<file path="src/rtl/seven_seg_scan_ctrl.sv">
// Time-multiplexed scan controller for DIGITS common-anode seven-segment digits.
// Double-buffered value; the shadow is applied only at frame wrap so a scan never tears.
module seven_seg_scan_ctrl #(
  parameter int DIGITS       = 4,
  parameter int SCAN_DIV     = 50000,
  parameter int BLANK_CYCLES = 500,
  localparam int IDX_W = (DIGITS > 1) ? $clog2(DIGITS) : 1,
  localparam int CNT_W = (SCAN_DIV > 1) ? $clog2(SCAN_DIV) : 1
) (
  input  logic                  clk,
  input  logic                  reset,
  input  logic [4*DIGITS-1:0]   value_in,
  input  logic                  load,
  input  logic                  en,
  input  logic                  lz_en,
  output logic [3:0]            nibble,
  output logic [DIGITS-1:0]     an,
  output logic [IDX_W-1:0]      digit_idx,
  output logic                  pending,
  output logic                  frame_tick
);

  typedef enum logic {ST_BLANK, ST_SHOW} state_t;

  localparam logic [CNT_W-1:0] BLANK_LAST = CNT_W'(BLANK_CYCLES - 1);
  localparam logic [CNT_W-1:0] SCAN_LAST  = CNT_W'(SCAN_DIV - 1);
  localparam logic [IDX_W-1:0] DIG_LAST   = IDX_W'(DIGITS - 1);

  state_t                state;
  logic [CNT_W-1:0]      cnt;
  logic [4*DIGITS-1:0]   active;
  logic [4*DIGITS-1:0]   shadow;

  logic                  slot_end;
  logic                  frame_wrap;
  logic                  apply;
  logic [IDX_W-1:0]      idx_next;
  logic [4*DIGITS-1:0]   active_next;
  logic [DIGITS-1:0]     suppress;
  logic [DIGITS-1:0]     show_an;

  assign slot_end    = (state == ST_SHOW) && (cnt == SCAN_LAST);
  assign frame_wrap  = slot_end && (digit_idx == DIG_LAST);
  assign apply       = frame_wrap && pending;
  assign idx_next    = (digit_idx == DIG_LAST) ? '0 : digit_idx + 1'b1;
  assign active_next = apply ? shadow : active;

  // Digit k>0 goes dark when it and every more-significant digit are zero.
  always_comb begin
    suppress = '0;
    for (int k = 1; k < DIGITS; k++)
      suppress[k] = lz_en && ((active >> (4*k)) == '0);
  end

  always_comb begin
    show_an = '1;
    if (en && !suppress[digit_idx])
      show_an[digit_idx] = 1'b0;
  end

  // NOTE: every register, including the value buffers, clears on the async
  // reset edge so a reset mid-load leaves no stale pending value behind.
  always_ff @(posedge clk or posedge reset) begin
    if (reset) begin
      state      <= ST_BLANK;
      cnt        <= '0;
      active     <= '0;
      shadow     <= '0;
      pending    <= 1'b0;
      digit_idx  <= '0;
      nibble     <= 4'h0;
      an         <= '1;
      frame_tick <= 1'b0;
    end else begin
      // NOTE: non-blocking updates let each branch read pre-edge state, which
      // is what gives "active takes old shadow while shadow takes value_in".
      frame_tick <= apply;
      active     <= active_next;
      if (load)
        shadow <= value_in;
      if (apply)
        pending <= load;
      else if (load)
        pending <= 1'b1;

      case (state)
        ST_BLANK: begin
          cnt <= cnt + 1'b1;
          if (cnt == BLANK_LAST) begin
            state <= ST_SHOW;
            an    <= show_an;
          end else begin
            an <= '1;
          end
        end
        ST_SHOW: begin
          if (slot_end) begin
            cnt       <= '0;
            state     <= ST_BLANK;
            digit_idx <= idx_next;
            nibble    <= active_next[4*idx_next +: 4];
            an        <= '1;
          end else begin
            cnt <= cnt + 1'b1;
            an  <= show_an;
          end
        end
      endcase
    end
  end

endmodule

</file>
<file path="config.mk">
export PLATFORM = sky130hd
export DESIGN_NAME = seven_seg_scan_ctrl
export DESIGN_NICKNAME = d
export VERILOG_FILES = /design/src/rtl/seven_seg_scan_ctrl.sv
export SDC_FILE = /design/constraint.sdc
export NUM_CORES = 1
export LEC_CHECK = 0
export CORE_ASPECT_RATIO = 0.7
export CORE_MARGIN = 2
export CORE_UTILIZATION = 33
export DETAILED_ROUTE_END_ITERATION = 12
export GPL_TIMING_DRIVEN = 0
export PLACE_DENSITY = 0.53
export SLEW_MARGIN = 5
export SYNTH_ARGS = -nofsm -noshare
export SYNTH_HDL_FRONTEND = slang
export SYNTH_SLANG_ARGS = --single-unit
export TNS_END_PERCENT = 100
</file>
<file path="constraint.sdc">
create_clock -name clk -period 2 [get_ports clk]
set_input_delay 0.4 -clock clk [delete_from_list [all_inputs] [get_ports clk]]
set_output_delay 0.4 -clock clk [all_outputs]
set_load 0.005 [all_outputs]
</file>
Yosys cells after proc, flatten, opt, wreduce, memory -nomap -nowiden
Index checks and enable logic that the tools add are counted.

Flip-flop bits (word level): 61. Input port bits: 21. Output and inout bits: 12.

Add/sub/neg operators: 2. Order comparisons: 2. Eq/ne operators: 3. Shifts and indexed selects: 1. Mux-type cells: 17. Bitwise operators: 2. Reduce and logical (&&, ||, !) cells: 14.

Operators by type and width (number): logical NOT 16 bit (3); two-way mux 16 bit (2); case mux 16 bit (2 select lines) (1); adder 16 x 1 -> 16 bit (second input constant) (1); == test 16 bit (second input constant) (1); == test 16 x 9 -> 1 bit (second input constant) (1); indexed part select 16 x 5 -> 4 bit (1); two-way mux 4 bit (3); logical AND 1 bit (8); case mux 4 bit (2 select lines) (1); two-way mux 1 bit (6); NOT 4 bit (1); less-than comparator 2 x 3 -> 1 bit (second input constant) (1); adder 2 x 1 -> 2 bit (second input constant) (1); binary-select mux 1 bit (select 2 bit) (1); demux 1 bit (select 2 bit) (1); == test 2 bit (second input constant) (1); >= comparator 2 x 1 -> 1 bit (second input constant) (1); two-way mux 2 bit (1); case mux 1 bit (2 select lines) (1); AND reduction 2 bit (1); nonzero test 2 bit (1); logical NOT 1 bit (1); NOT 1 bit (1).

Longest topological paths before layout
Gate-level depths: netlist of the first run.

Depth after elaboration: 9. Gate-level depth with buffers: 8. Mapped depth without buffers: 6.

Worst setup path after synthesis of the first run
Ideal clock, no wire load.

Path type: reg-to-reg. Start point: reg cnt[0]. End point: reg active[10]. Library setup time: 0.125 ns. Arrival time: 1.904 ns. Setup slack: -0.029 ns. Stages on the path, launching flop included: 8. Buffers on the path: 2. Clock period less this slack: 2.029 ns. Path through: dfrtp_1 -> ha_1 -> and3_1 -> buf_2 -> nand4_4 -> nor3_4 -> buf_6 -> mux2_2.

Longest elaborated chain between the ends: 5.

Ends and longest elaborated chain: from (decl) (RTL line 30) `logic [CNT_W-1:0] cnt;`; from (signal assigned) (RTL line 88) `cnt <= cnt + 1'b1;`; from (signal assigned) (RTL line 104) `cnt <= cnt + 1'b1;`; == test 16 bit (RTL line 42) `assign slot_end = (state == ST_SHOW) && (cnt == SCAN_LAST);`; logical AND 1 bit (RTL line 42); logical AND 1 bit (RTL line 43) `assign frame_wrap = slot_end && (digit_idx == DIG_LAST);`; logical AND 1 bit (RTL line 44) `assign apply = frame_wrap && pending;`; two-way mux 16 bit (RTL line 46) `assign active_next = apply ? shadow : active;`; net active_next[10] (RTL line 38) `logic [4*DIGITS-1:0] active_next;`; to (signal assigned) (RTL line 78) `active <= active_next;`; to (decl) (RTL line 31) `logic [4*DIGITS-1:0] active;`.

The timed path passes the listed nets, and every way through them passes these cells. A chain may end at the register's enable or synchronous reset.

Worst setup path after layout of the first run
Start point: reg cnt[5]. End point: reg active[11].

The elaborated chain is that of the path after synthesis.

==> impl_metrics.ini, run 1 <==
[status]
outcome = finished, final reports clean

[detailed_routing]
drt-met1-wl_um = 3040
wl_per_cell_um = 15.2
firstDrtPassIters = 4
remaining_drc_errors = 0
drt-initial-drc-count = 87
wl_met2_um = 2390
wl_um = 5870
avgViaCountPerCell = 4.86
topRoutingLayerUsed = met4
wl_met3_um = 381
antenna_left = 0
vias = 1875

[logic_synthesis]
yosysUniqueCellTypes = 45
synth_fp_nets = 254
yosysTopAreaCell = dfrtp_1
synth_ff_type = dfrtp_1
yosys-top-cells-count = dfrtp_1, mux2_2, nand2_1
synth_edf_count = 0
ys_seq_elements = 61
syn_avg_cell_area_um2 = 12.3
ys_warn_count = 0
yosys.area.top_type_share = 0.509
synthTopCellsByArea = dfrtp_1, mux2_2, dfstp_2, nand2_1, ha_1
synthCells = 228
ys_async_sr_fraction = 1.00
yosysMostFrequentCell = dfrtp_1
yosysSeqAreaShare = 0.547
syn_area_mm2 = 0.00280

[placed_design]
place_congestion = 0.799
dp_slack_ps = -276
post-dp-hpwl_um = 4090
dpl_cell_area_mm2 = 0.00326
port-buffer-count = 31

[cts]
clk_latency_ps = 330
cts_tree = done
cts_sinks = 61
cts_max_path_buffers = 2
cts_hold_buf = 0
cts_root_buffer = clkbuf_16
clk_pin_slew_worst_paths_ps = 50
h-tree-depth = 3
cts-buffers-inserted = 9

[finish]
multi_input_area_mm2 = 0.00126
n_antenna_cell = 0
utilization = 0.442
stdcell_area_mm2 = 0.00369
area_growth_pct = 31.7
seq_area_mm2 = 0.00153
drive_above_1_share = 0.302
n_fill_cell = 800
finalNetCount = 303

[setup_path]
crit_path_start_kind = flop
cp-end-kind = flop
cp.required_ps = 2210
cp.arrival_ps = 2170
crit_type = reg -> reg
critPathMaxFanout = 8

[timing]
layout_min_cycle_time_ps = 1960
report.final.slew_viol_count = 0
skew_ps = 5.37
relSlewSlack = 0.635
timing.fmax_ghz = 0.509
worstMarginPinSlew_ps = 547
fin_setup_tns_ps = 0
rsz0062_at_grt = true
setup_viol = 0
fin_ws_ps = 35.6
hold_viol = 0
period_share = 0.982

[power]
power.total_w = 0.00283
irDropWorstVdd_mv = 0.353
p_per_area_mw_per_mm2 = 767
p_leak_nw = 1.65

[grt]
grt_pass1_wl_um = 9960
grt_max_degree = 40
grt_pass1_vias = 1892
grt_use_total = 0.147
gr-total-overflow = 0
antenna_found_initial = 0

[job]
cap_violations = 0

[floorplanning]
die_y_um = 81.1
die_area_mm2 = 0.00925
die_x_um = 114
rows = 28
initial_utilization = 0.336
core-area_mm2 = 0.00834
top_level_ports = 33

[worst_hold_path]
hp-class = in -> async
cells by family after synthesis:
kind of cell	Yosys count	share of synthesized area
flops	61	0.547
xor+xnor	13	0.0407
mux	40	0.158
buf+inv	15	0.0273
simple gates	69	0.141
fa+ha+maj	5	0.0223
compound gates	25	0.0634
cell type report:
class                      instances  area share
buffer                             9      0.0170
clock buffer                      14      0.0743
clock inverter                     1     0.00136
inverter                           4     0.00407
multi-input combinational        152       0.343
sequential                        61       0.416
tap                              105      0.0356
timing repair buffer              40       0.109
final timing paths:
| kind | start | end | slack (ps) | depth (start not counted) |
|---|---|---|---|---|
| hold / removal | reset | cnt[0]$_DFF_PP0_ | 420 | 2 |
| max in group asynchronous | reset | an[3]$_DFF_PP1_ | 940 | 3 |
| setup / recovery | cnt[5]$_DFF_PP0_ | active[11]$_DFF_PP0_ | 40 | 5 |
| setup reg to reg | cnt[5]$_DFF_PP0_ | active[11]$_DFF_PP0_ | 40 | 5 |
| hold reg to reg | nibble[2]$_DFFE_PP0P_ | nibble[2]$_DFFE_PP0P_ | 500 | 2 |
| min in group clk | nibble[2]$_DFFE_PP0P_ | nibble[2]$_DFFE_PP0P_ | 500 | 2 |
sequential cells by signal (all words and copies together), names as in the netlist:
signal and cells:
active 16, an 4, cnt 16, digit_idx 2
frame_tick 1, nibble 4, pending 1, shadow 16
state 1
per-layer routing:
layer  GRT usage  up-vias
met5           0        -
met4      0.0500        0
met3      0.0709        5
met2       0.203       38
met1       0.202      924
li1            -      908
where the power goes:
group	internal, W	switching, W
logic	0.0000693	0.0000447
registers	0.00127	0.0000217
clock network	0.000929	0.000496
cells in the final DEF (no fill, tap or decap), types with 4 or more instances in the layout:
master            n
mux2i_1           6
xor2_1            6
clkbuf_16         9
o22ai_1           4
dfrtp_1          55
nand3_1           7
xnor2_1           7
nor4_1            6
buf_6             4
buf_4             6
mux2_2           18
clkdlybuf4s50_1  31
mux2_4           16
clkbuf_1          4
o21ai_0           6
dfstp_2           4
nand2_1          20
nor2_1           13
clkbuf_8          4
worst max-delay path, cell delays in order (launching register included):
cell	delay [ps]
dfrtp_1	430
and4b_2	310
nand3_2	210
nor3_4	390
buf_6	200
mux2_4	300
per-stage QoR:
stage,hold WS (ps),instances
after floorplan,455,228
after global placement,481,364
after detailed placement,484,365
after CTS,428,387
after global routing,481,386
final,422,386
repair_timing:
item	4_1_cts	5_1_grt
setup endpoints to repair	29	31
gates resized for setup	18	14
pin swaps	3	4
gates cloned	1	0
setup buffers	6	1
No activity file was read; power rests on OpenSTA's default activity.
==> inputs of run 2 (changes only) <==
Settings changed: ABC_AREA from default to 1, PLACE_DENSITY 0.53 to 0.52.
==> impl_metrics.ini, run 2 <==
[job]
cap_violations = 0

[finish]
area_growth_pct = 28.7
finalNetCount = 435
mostFrequentLayoutCell = nand2_1
n_antenna_cell = 0
utilization = 0.434
largest_registers = active x16, cnt x16, shadow x16
n_fill_cell = 949
final_cell_mix = nand2_1, inv_1, dfrtp_1, nand3_1, clkdlybuf4s50_1
drive_above_1_share = 0.152

[logic_synthesis]
synth_edf_count = 0
yosysMostFrequentCell = nand2_1
synth_fp_nets = 386
ys_seq_elements = 61
synthCells = 360
syn_avg_cell_area_um2 = 8.42
yosysSeqAreaShare = 0.505
ys_async_sr_fraction = 1.00
yosys-top-cells-count = nand2_1, dfrtp_1, inv_1
yosysTopAreaCell = dfrtp_1
yosys.area.top_type_share = 0.470
yosysUniqueCellTypes = 34
syn_area_mm2 = 0.00303
synthTopCellsByArea = dfrtp_1, nand2_1, inv_1, nand3_1, dfstp_2
ys_warn_count = 0
synth_ff_type = dfrtp_1

[timing]
report.final.slew_viol_count = 0
timing.fmax_ghz = 0.544
setup_viol = 0
layout_min_cycle_time_ps = 1840
hold_viol = 0
skew_ps = 5.63
relSlewSlack = 0.476
rsz0062_at_grt = false
period_share = 0.920
worstMarginPinSlew_ps = 786

[placed_design]
place_congestion = 0.797
post-dp-hpwl_um = 5260
port-buffer-count = 31

[worst_hold_path]
hp-class = reg -> reg

[detailed_routing]
remaining_drc_errors = 0
wl_um = 7280
avgViaCountPerCell = 4.55
vias = 2446
antenna_left = 0
wl_per_cell_um = 13.5
drt-initial-drc-count = 135
firstDrtPassIters = 4

[power]
irDropWorstVdd_mv = 0.380
power.total_w = 0.00283
p_per_area_mw_per_mm2 = 724
p_leak_nw = 1.89

[setup_path]
crit_path_start_kind = flop
cp.arrival_ps = 2050
cp.required_ps = 2210
crit_type = reg -> reg
cp-end-kind = flop
critPathMaxFanout = 7

[floorplanning]
core-area_mm2 = 0.00900
initial_utilization = 0.337
top_level_ports = 33
die_x_um = 119
rows = 29
die_y_um = 84.2
die_area_mm2 = 0.00999

[grt]
grt_pass1_wl_um = 12000
grt_pass1_vias = 2233
grt_max_degree = 62
antenna_found_initial = 0
gr-total-overflow = 0
grt_use_total = 0.156

[cts]
clk_latency_ps = 330
clk_pin_slew_worst_paths_ps = 60
cts_tree = done
cts_sinks = 61
cts_root_buffer = clkbuf_16
h-tree-depth = 3
cts-buffers-inserted = 9
cts_max_path_buffers = 2

[status]
outcome = finished, final reports clean
==> run 2: layout make-up <==
type / count / area, um2 / area share
Buffer: 8 / 47.5 / 0.0122
Clock buffer: 11 / 243 / 0.0622
Clock inverter: 5 / 36.3 / 0.00930
Inverter: 58 / 220 / 0.0564
Multi-Input combinational cell: 232 / 1300 / 0.332
Sequential cell: 61 / 1530 / 0.393
Tap cell: 124 / 155 / 0.0398
Timing Repair Buffer: 39 / 370 / 0.0949
==> run 2: final timing paths <==
path / startpoint / end / slack [ps] / cells past startpoint
worst max register to register: cnt[0]$_DFF_PP0_ / nibble[3]$_DFFE_PP0P_ / 160 / 11
worst min-delay path: active[2]$_DFF_PP0_ / active[2]$_DFF_PP0_ / 470 / 2
max in group asynchronous: reset / cnt[11]$_DFF_PP0_ / 890 / 2
min in group asynchronous: reset / cnt[12]$_DFF_PP0_ / 570 / 2
worst min register to register: active[2]$_DFF_PP0_ / active[2]$_DFF_PP0_ / 470 / 2
worst max-delay path: cnt[0]$_DFF_PP0_ / nibble[3]$_DFFE_PP0P_ / 160 / 11
==> run 2: cell families (layout without fill, tap and decap cells) <==
kind of cell / after synthesis / after routing / share of synthesized area
AO/OA/AOI/OAI: 32 / 32 / 0.0615
XOR/XNOR: 2 / 2 / 0.00578
adder cells (fa/ha/maj): 5 / 5 / 0.0206
buffers and inverters: 67 / 121 / 0.0887
flip-flops: 61 / 61 / 0.505
AND/OR/NAND/NOR: 193 / 193 / 0.318
==> run 2: critical path, cell delays in order (launching register included) <==
cell and delay [ps]:
dfrtp_1 380, ha_4 170, nand4_1 140, inv_1 90
nand2_1 90, nor2_4 170, buf_6 140, nand4_1 190
nand3_2 150, nand2_1 60, nand2_1 90, a21oi_2 60
==> run 2: report_power, final <==
group | switching (W) | total [W] | internal [W]
Sequential | 0.0000115 | 0.00128 | 0.00126
Clock | 0.000569 | 0.00144 | 0.000871
Combinational | 0.0000622 | 0.000110 | 0.0000474
Total | 0.000642 | 0.00283 | 0.00218
==> run 2: what timing repair did <==
item,in CTS,in global routing
setup endpoints to repair,5,5
pin swaps,0,5
resized for setup,3,11
hold endpoints to repair,0,0
hold buffers,0,0
buffers inserted,0,8
==> run 2: through the flow <==
step / cell area [um2] / setup TNS [ps] / setup slack [ps] / hold WS (ps) / std cells
CTS: 3790 / 0 / 91.0 / 466 / 530
floorplan: 3030 / 0 / 93.6 / 430 / 360
finish: 3900 / 0 / 161 / 466 / 538
global route: 3900 / 0 / 8.13 / 495 / 538
global placement: 3500 / -66500 / -1110 / 448 / 515
detailed placement: 3500 / -1190 / -310 / 453 / 515
==> run 2: metal layers <==
layer / share of wire / up-vias / track usage
met5: 0 / - / 0
met2: 0.37 / 41 / 0.195
met4: 0.0067 / 0 / 0.0292
met3: 0.041 / 6 / 0.0543
met1: 0.58 / 1142 / 0.252
li1: - / 1257 / -
==> patch 1, RTL diff (config.mk and constraints of run 2) <==
Change the parameter `SCAN_DIV` from 50000 to 25000.
--- a/src/rtl/seven_seg_scan_ctrl.sv
+++ b/src/rtl/seven_seg_scan_ctrl.sv
@@ -2,7 +2,7 @@
 // Double-buffered value; the shadow is applied only at frame wrap so a scan never tears.
 module seven_seg_scan_ctrl #(
   parameter int DIGITS       = 4,
-  parameter int SCAN_DIV     = 50000,
+  parameter int SCAN_DIV     = 25000,
   parameter int BLANK_CYCLES = 500,
   localparam int IDX_W = (DIGITS > 1) ? $clog2(DIGITS) : 1,
   localparam int CNT_W = (SCAN_DIV > 1) ? $clog2(SCAN_DIV) : 1
Formal check against the unedited RTL: same outputs for any inputs over 10 cycles, from zero or initial values and one cycle with reset high; that may be too few to reach the edited logic, so the function may still have changed.
==> patch 1 against run 2 <==
Cell count shrank 9.3%. Power grew 5.7%. Final area shrank 4.9%. Sequential cell count shrank 1. Setup slack lost 110 ps. Non-clock buffer count grew 10. Area after synthesis shrank 9.9%. Largest cell class unchanged. Routed wire length shrank 11%. Largest power group unchanged.
==> patch 1: results (changes against run 2) <==
The run finished with clean final reports. The share of final-layout standard cells stronger than drive strength 1 is 14.99% (was 15.22%). The tools report the sequential area share after synthesis as 55.10% (was 50.50%).

The HPWL after detailed placement came out at 4549 um (was 5256 um). Top cells by area, synth: sky130_fd_sc_hd__dfrtp_1 51%, sky130_fd_sc_hd__nand2_1 15%, sky130_fd_sc_hd__nand3_1 5.7% (was sky130_fd_sc_hd__dfrtp_1 47%, sky130_fd_sc_hd__nand2_1 11%, sky130_fd_sc_hd__inv_1 7.1%). The area share of fa/ha/maj cells after synthesis was 2.288% (was 2.063%); the number of violations reported at the end of detailed-routing iteration 0 was 167 (was 135). Worst reg2reg path endpoint: nibble[2] (was nibble[3]).

The fraction of the mapped netlist area in compound gates is 3.295% (was 6.147%). Top cell family by delay on the critical path: flip-flops (was simple AND/OR/NAND/NOR gates). Number of global-route vias before repair: 2025 (was 2233).

The logs give 350 (was 386) for the number of nets produced by synthesis and 0.8786 (was 0.7965) for the global placer's final weighted congestion. The tightest slew margin relative to the limit came out at 61.60% (was 47.60%). The number of distinct library cells after synthesis came out at 27 (was 34). The tools report the via count of the routed design as 2237 (was 2446).

The run gives 1550 ps (was 2050 ps) as the critical path data arrival time. The number of nets at the end of the flow was 408 (was 435); the met1 layer wirelength in the final routing was 3616 um (was 4248 um). The met3 layer wire length in the routed design came out at 392 um (was 298 um).

Critical path launch point: pending (was cnt[0]). Registers with the most flip-flops: active (16), shadow (16), cnt (15) (was active (16), cnt (16), shadow (16)). The worst clock skew was 6.592 ps (was 5.630 ps). The logic depth of the worst register-to-register path is 10 (was 11). The logs give 2397 uW (was 2183 uW) for the internal power summed over all cells and 324 (was 360) for the number of cells produced by synthesis.

The maximum number of pins on one net before global-route repair came out at 36 (was 62). The delay contributed by the slowest stage of the critical path is 630 ps (was 380 ps), and the wire length of the first global-routing pass is 10430 um (was 12010 um). The run gives 0.001878 uW (was 0.001893 uW) as the leakage dissipation. The setup slack of the most critical reg-to-reg path came out at 110 ps (was 160 ps). Most frequent cells after synthesis: 111 x sky130_fd_sc_hd__nand2_1, 56 x sky130_fd_sc_hd__dfrtp_1, 31 x sky130_fd_sc_hd__nand3_1 (was 89 x sky130_fd_sc_hd__nand2_1, 57 x sky130_fd_sc_hd__dfrtp_1, 57 x sky130_fd_sc_hd__inv_1).

The combined global-route utilization of all metal layers is 15.11% (was 15.59%). For the total of fill cells in the finished design, the log shows 766 (was 949). The maximum resistive drop on vdd was 0.3386 mV (was 0.3802 mV); the total detailed-routing wirelength was 6495 um (was 7281 um). Last element of the critical path: pending (was nibble[3]). The top-area cell type share of the netlist area works out to 51.26% (was 47.03%). The total met2 wirelength after detailed routing came out at 2426 um (was 2684 um).
patch 1: cell types whose count changed after synthesis, sizes merged, moves of 3 or more:
cell | before | now
nand3 | 36 | 32
inv | 58 | 29
nand2 | 91 | 111
a21oi | 5 | 8
and2 | 10 | 0
o21ai | 21 | 4
patch 1: metrics by stage:
| stage | hold WS [ps] | area [um^2] | setup slack (ps) | TNS [ps] | util (%) |
|---|---|---|---|---|---|
| 6_report | 401.8 | 3710 | 49.21 | 0 | 46.73 |
| 5_1_grt | 431.3 | 3710 | -57.21 | -91.98 | 46.73 |
| 4_1_cts | 392.4 | 3515 | 1.517 | 0 | 44.27 |
| 3_5_place_dp | 453.9 | 3191 | -58.82 | -154.9 | 40.19 |
| 3_3_place_gp | 451.3 | 3171 | -1088 | -62780 | 39.94 |
| 2_1_floorplan | 436.7 | 2734 | 121.9 | 0 | - |
patch 1: power by group through the flow:
stage | combinational, uW | sequential, uW | clock, uW
2_1_floorplan | 53.0 | 1280 | 0
3_3_place_gp | 105 | 1280 | 0
3_5_place_dp | 111 | 1280 | 0
4_1_cts | 111 | 1260 | 1650
5_1_grt | 124 | 1270 | 1700
6_report | 107 | 1260 | 1620
patch 1: kinds of logic (layout without fill, tap and decap cells):
family | count (synthesis) | after routing
fa+ha+maj | 5 | 5
simple gates | 198 | 199
flops | 60 | 60
compound gates | 16 | 16
buf+inv | 41 | 103
xor+xnor | 4 | 4
patch 1: what timing repair did:
action / in CTS / in global routing
pin swaps: 0 / 6
buffers inserted: 0 / 13
resized for setup: 3 / 17
setup endpoints to repair: 4 / 6
endpoints found under the hold margin: 0 / 0
gates cloned: 0 / 3
patch 1: how the worst min path moves through the flow:
stage               startpoint         end  slack (ps)  cells after the start
detailed placement   active[1]   active[1]         450                      2
global placement     active[2]   active[2]         450                      2
finish                    load  shadow[12]         400                      3
CTS                       load  shadow[12]         390                      3
global route              load  shadow[11]         430                      3
floorplan            active[0]   active[0]         440                      2
patch 1: per-layer routing:
layer  global-route usage (%)  vias up
li1                         -     1167
met1                    23.45     1019
met2                    19.58       44
met3                    5.208        7
met4                    3.659        0
met5                        0        -
patch 1: layout make-up:
cell class	instances	area, um^2	area share [%]
tap	101	126.4	3.406
timing repair buffer	47	457.9	12.34
sequential	60	1508	40.64
multi-input combinational	224	1114	30.02
inverter	30	116.4	3.137
clock inverter	1	30.03	0.8094
buffer	10	70.07	1.889
clock buffer	15	287.8	7.757
==> patch 2, RTL diff (config.mk and constraints of run 2) <==
Made on the original files. Put one more register stage on the output `an`. The value now appears one clock later. The other outputs are not delayed to match.
--- a/src/rtl/seven_seg_scan_ctrl.sv
+++ b/src/rtl/seven_seg_scan_ctrl.sv
@@ -25,6 +25,8 @@
   localparam logic [CNT_W-1:0] BLANK_LAST = CNT_W'(BLANK_CYCLES - 1);
   localparam logic [CNT_W-1:0] SCAN_LAST  = CNT_W'(SCAN_DIV - 1);
   localparam logic [IDX_W-1:0] DIG_LAST   = IDX_W'(DIGITS - 1);
+
+  logic [DIGITS-1:0] an_s0;
 
   state_t                state;
   logic [CNT_W-1:0]      cnt;
@@ -69,7 +71,7 @@
       pending    <= 1'b0;
       digit_idx  <= '0;
       nibble     <= 4'h0;
-      an         <= '1;
+      an_s0      <= '1;
       frame_tick <= 1'b0;
     end else begin
       // NOTE: non-blocking updates let each branch read pre-edge state, which
@@ -88,9 +90,9 @@
           cnt <= cnt + 1'b1;
           if (cnt == BLANK_LAST) begin
             state <= ST_SHOW;
-            an    <= show_an;
+            an_s0 <= show_an;
           end else begin
-            an <= '1;
+            an_s0 <= '1;
           end
         end
         ST_SHOW: begin
@@ -99,15 +101,19 @@
             state     <= ST_BLANK;
             digit_idx <= idx_next;
             nibble    <= active_next[4*idx_next +: 4];
-            an        <= '1;
+            an_s0     <= '1;
           end else begin
             cnt <= cnt + 1'b1;
-            an  <= show_an;
+            an_s0 <= show_an;
           end
         end
       endcase
     end
   end
 
+  always_ff @(posedge clk) begin
+    an <= an_s0;
+  end
+
 endmodule
 
Formal check against the unedited RTL: no difference found for any inputs over 10 cycles, from zero or initial values and one cycle with reset high; that may be too few to reach the edited logic, so the function may still have changed.
==> patch 2 against run 2 <==
Global-route usage about the same. Area after synthesis increased by 3.7%. Final area increased by 2.8%. Die area increased by 3.6%. Setup slack got worse by 110 ps. Sequential cell count increased by 4. Sequential share of layout area increased by 0.92 points. Sequential power increased by 5%. Fmax decreased by 5.8%. Routed wire length increased by 2.3%. Power increased by 4.4%. Largest power group unchanged.
==> patch 2: results (changes against run 2) <==
The run finished with clean final reports. The number of port buffers is 32 (was 31), and the combined global-route utilization of all metal layers is 15.61% (was 15.59%). Tightest slew margin relative to the limit: 48.41% (was 47.60%). The area added between synthesis and finish was 27.57% (was 28.67%). The number of non-clock buffers in the layout came out at 50 (was 47).

The power dissipated by switching net loads is 652.8 uW (was 642.4 uW), and the number of global-route vias before repair is 2367 (was 2233). The multi-input gate share of total cell area is 30.62% (was 33.22%), and the total detailed-routing wirelength is 7452 um (was 7281 um). The share of final layout cell area taken by clock buffers and inverters came out at 7.078% (was 7.150%). The number of cells on the worst hold path was 0 (was 2). The total clock sinks was 65 (was 61).

Leakage dissipation: 0.001966 uW (was 0.001893 uW). The count of multi-input gates is 227 (was 232), and the post-route worst hold slack is 394.1 ps (was 466.0 ps). The logic depth of the worst register-to-register path works out to 13 (was 11). Top cells by area, synth: sky130_fd_sc_hd__dfrtp_1 45%, sky130_fd_sc_hd__nand2_1 9.4%, sky130_fd_sc_hd__inv_1 7.5% (was sky130_fd_sc_hd__dfrtp_1 47%, sky130_fd_sc_hd__nand2_1 11%, sky130_fd_sc_hd__inv_1 7.1%).

The last element of the critical path is nibble[1] (was nibble[3]). The share of final-layout standard cells stronger than drive strength 1 works out to 14.62% (was 15.22%). The tools report the launch point of the worst reg-to-reg path as cnt[1] (was cnt[0]). The delay contributed by the slowest stage of the critical path works out to 420 ps (was 380 ps).

The global placer's final weighted congestion is 0.8704 (was 0.7965). The sequential area share after synthesis is 51.23% (was 50.50%), and the area after detailed placement is 3623 um^2 (was 3501 um^2). The non-clock buffering overhead in the final layout is 11.94% (was 10.71%), and the number of nets produced by synthesis is 394 (was 386). The logs give 12 (was 11) for the number of clock-tree buffers in the layout and 1350 uW (was 1280 uW) for the sequential power. The tools report the HPWL after detailed placement as 5290 um (was 5256 um).

Mean number of vias per cell: 4.566 (was 4.546). The number of nets at the end of the flow is 445 (was 435), and the fraction of the mapped netlist area in compound gates is 6.364% (was 6.147%). The number of distinct library cells after synthesis was 33 (was 34).

The routed wire length per instance came out at 13.60 um (was 13.53 um). The fraction of registers with async set/reset is 93.85% (was 100.0%). Hold path endpoint: an[0] (was active[2]). The maximum resistive drop on vdd was 0.4034 mV (was 0.3802 mV). The wire length of the first global-routing pass was 12330 um (was 12010 um); the portion of total power attributed to the clock network was 50.2% (was 51.0%).
[patch 2: cell types whose count changed in the layout (fill, tap and decap cells not counted), moves of 4 or more]
| cell | change |
|---|---|
| sky130_fd_sc_hd__nand2_1 | -11 |
| sky130_fd_sc_hd__nor2_1 | -9 |
| sky130_fd_sc_hd__nand4_1 | +8 |
| sky130_fd_sc_hd__inv_1 | +6 |
| sky130_fd_sc_hd__o21ai_0 | +5 |
| sky130_fd_sc_hd__a21oi_1 | +4 |
| sky130_fd_sc_hd__and2_2 | +4 |
| sky130_fd_sc_hd__dfxtp_1 | +4 |
| sky130_fd_sc_hd__nand3_2 | -4 |
[patch 2: layer usage]
layer | wire length, um | global-route usage (%) | share of wire [%] | up-vias
met3 | 438 | 4.987 | 5.9 | 7
met2 | 2737 | 19.00 | 37 | 58
met1 | 4183 | 25.11 | 56 | 1154
met5 | 0 | 0 | 0 | -
met4 | 93 | 5.074 | 1.2 | 0
li1 | - | - | - | 1283
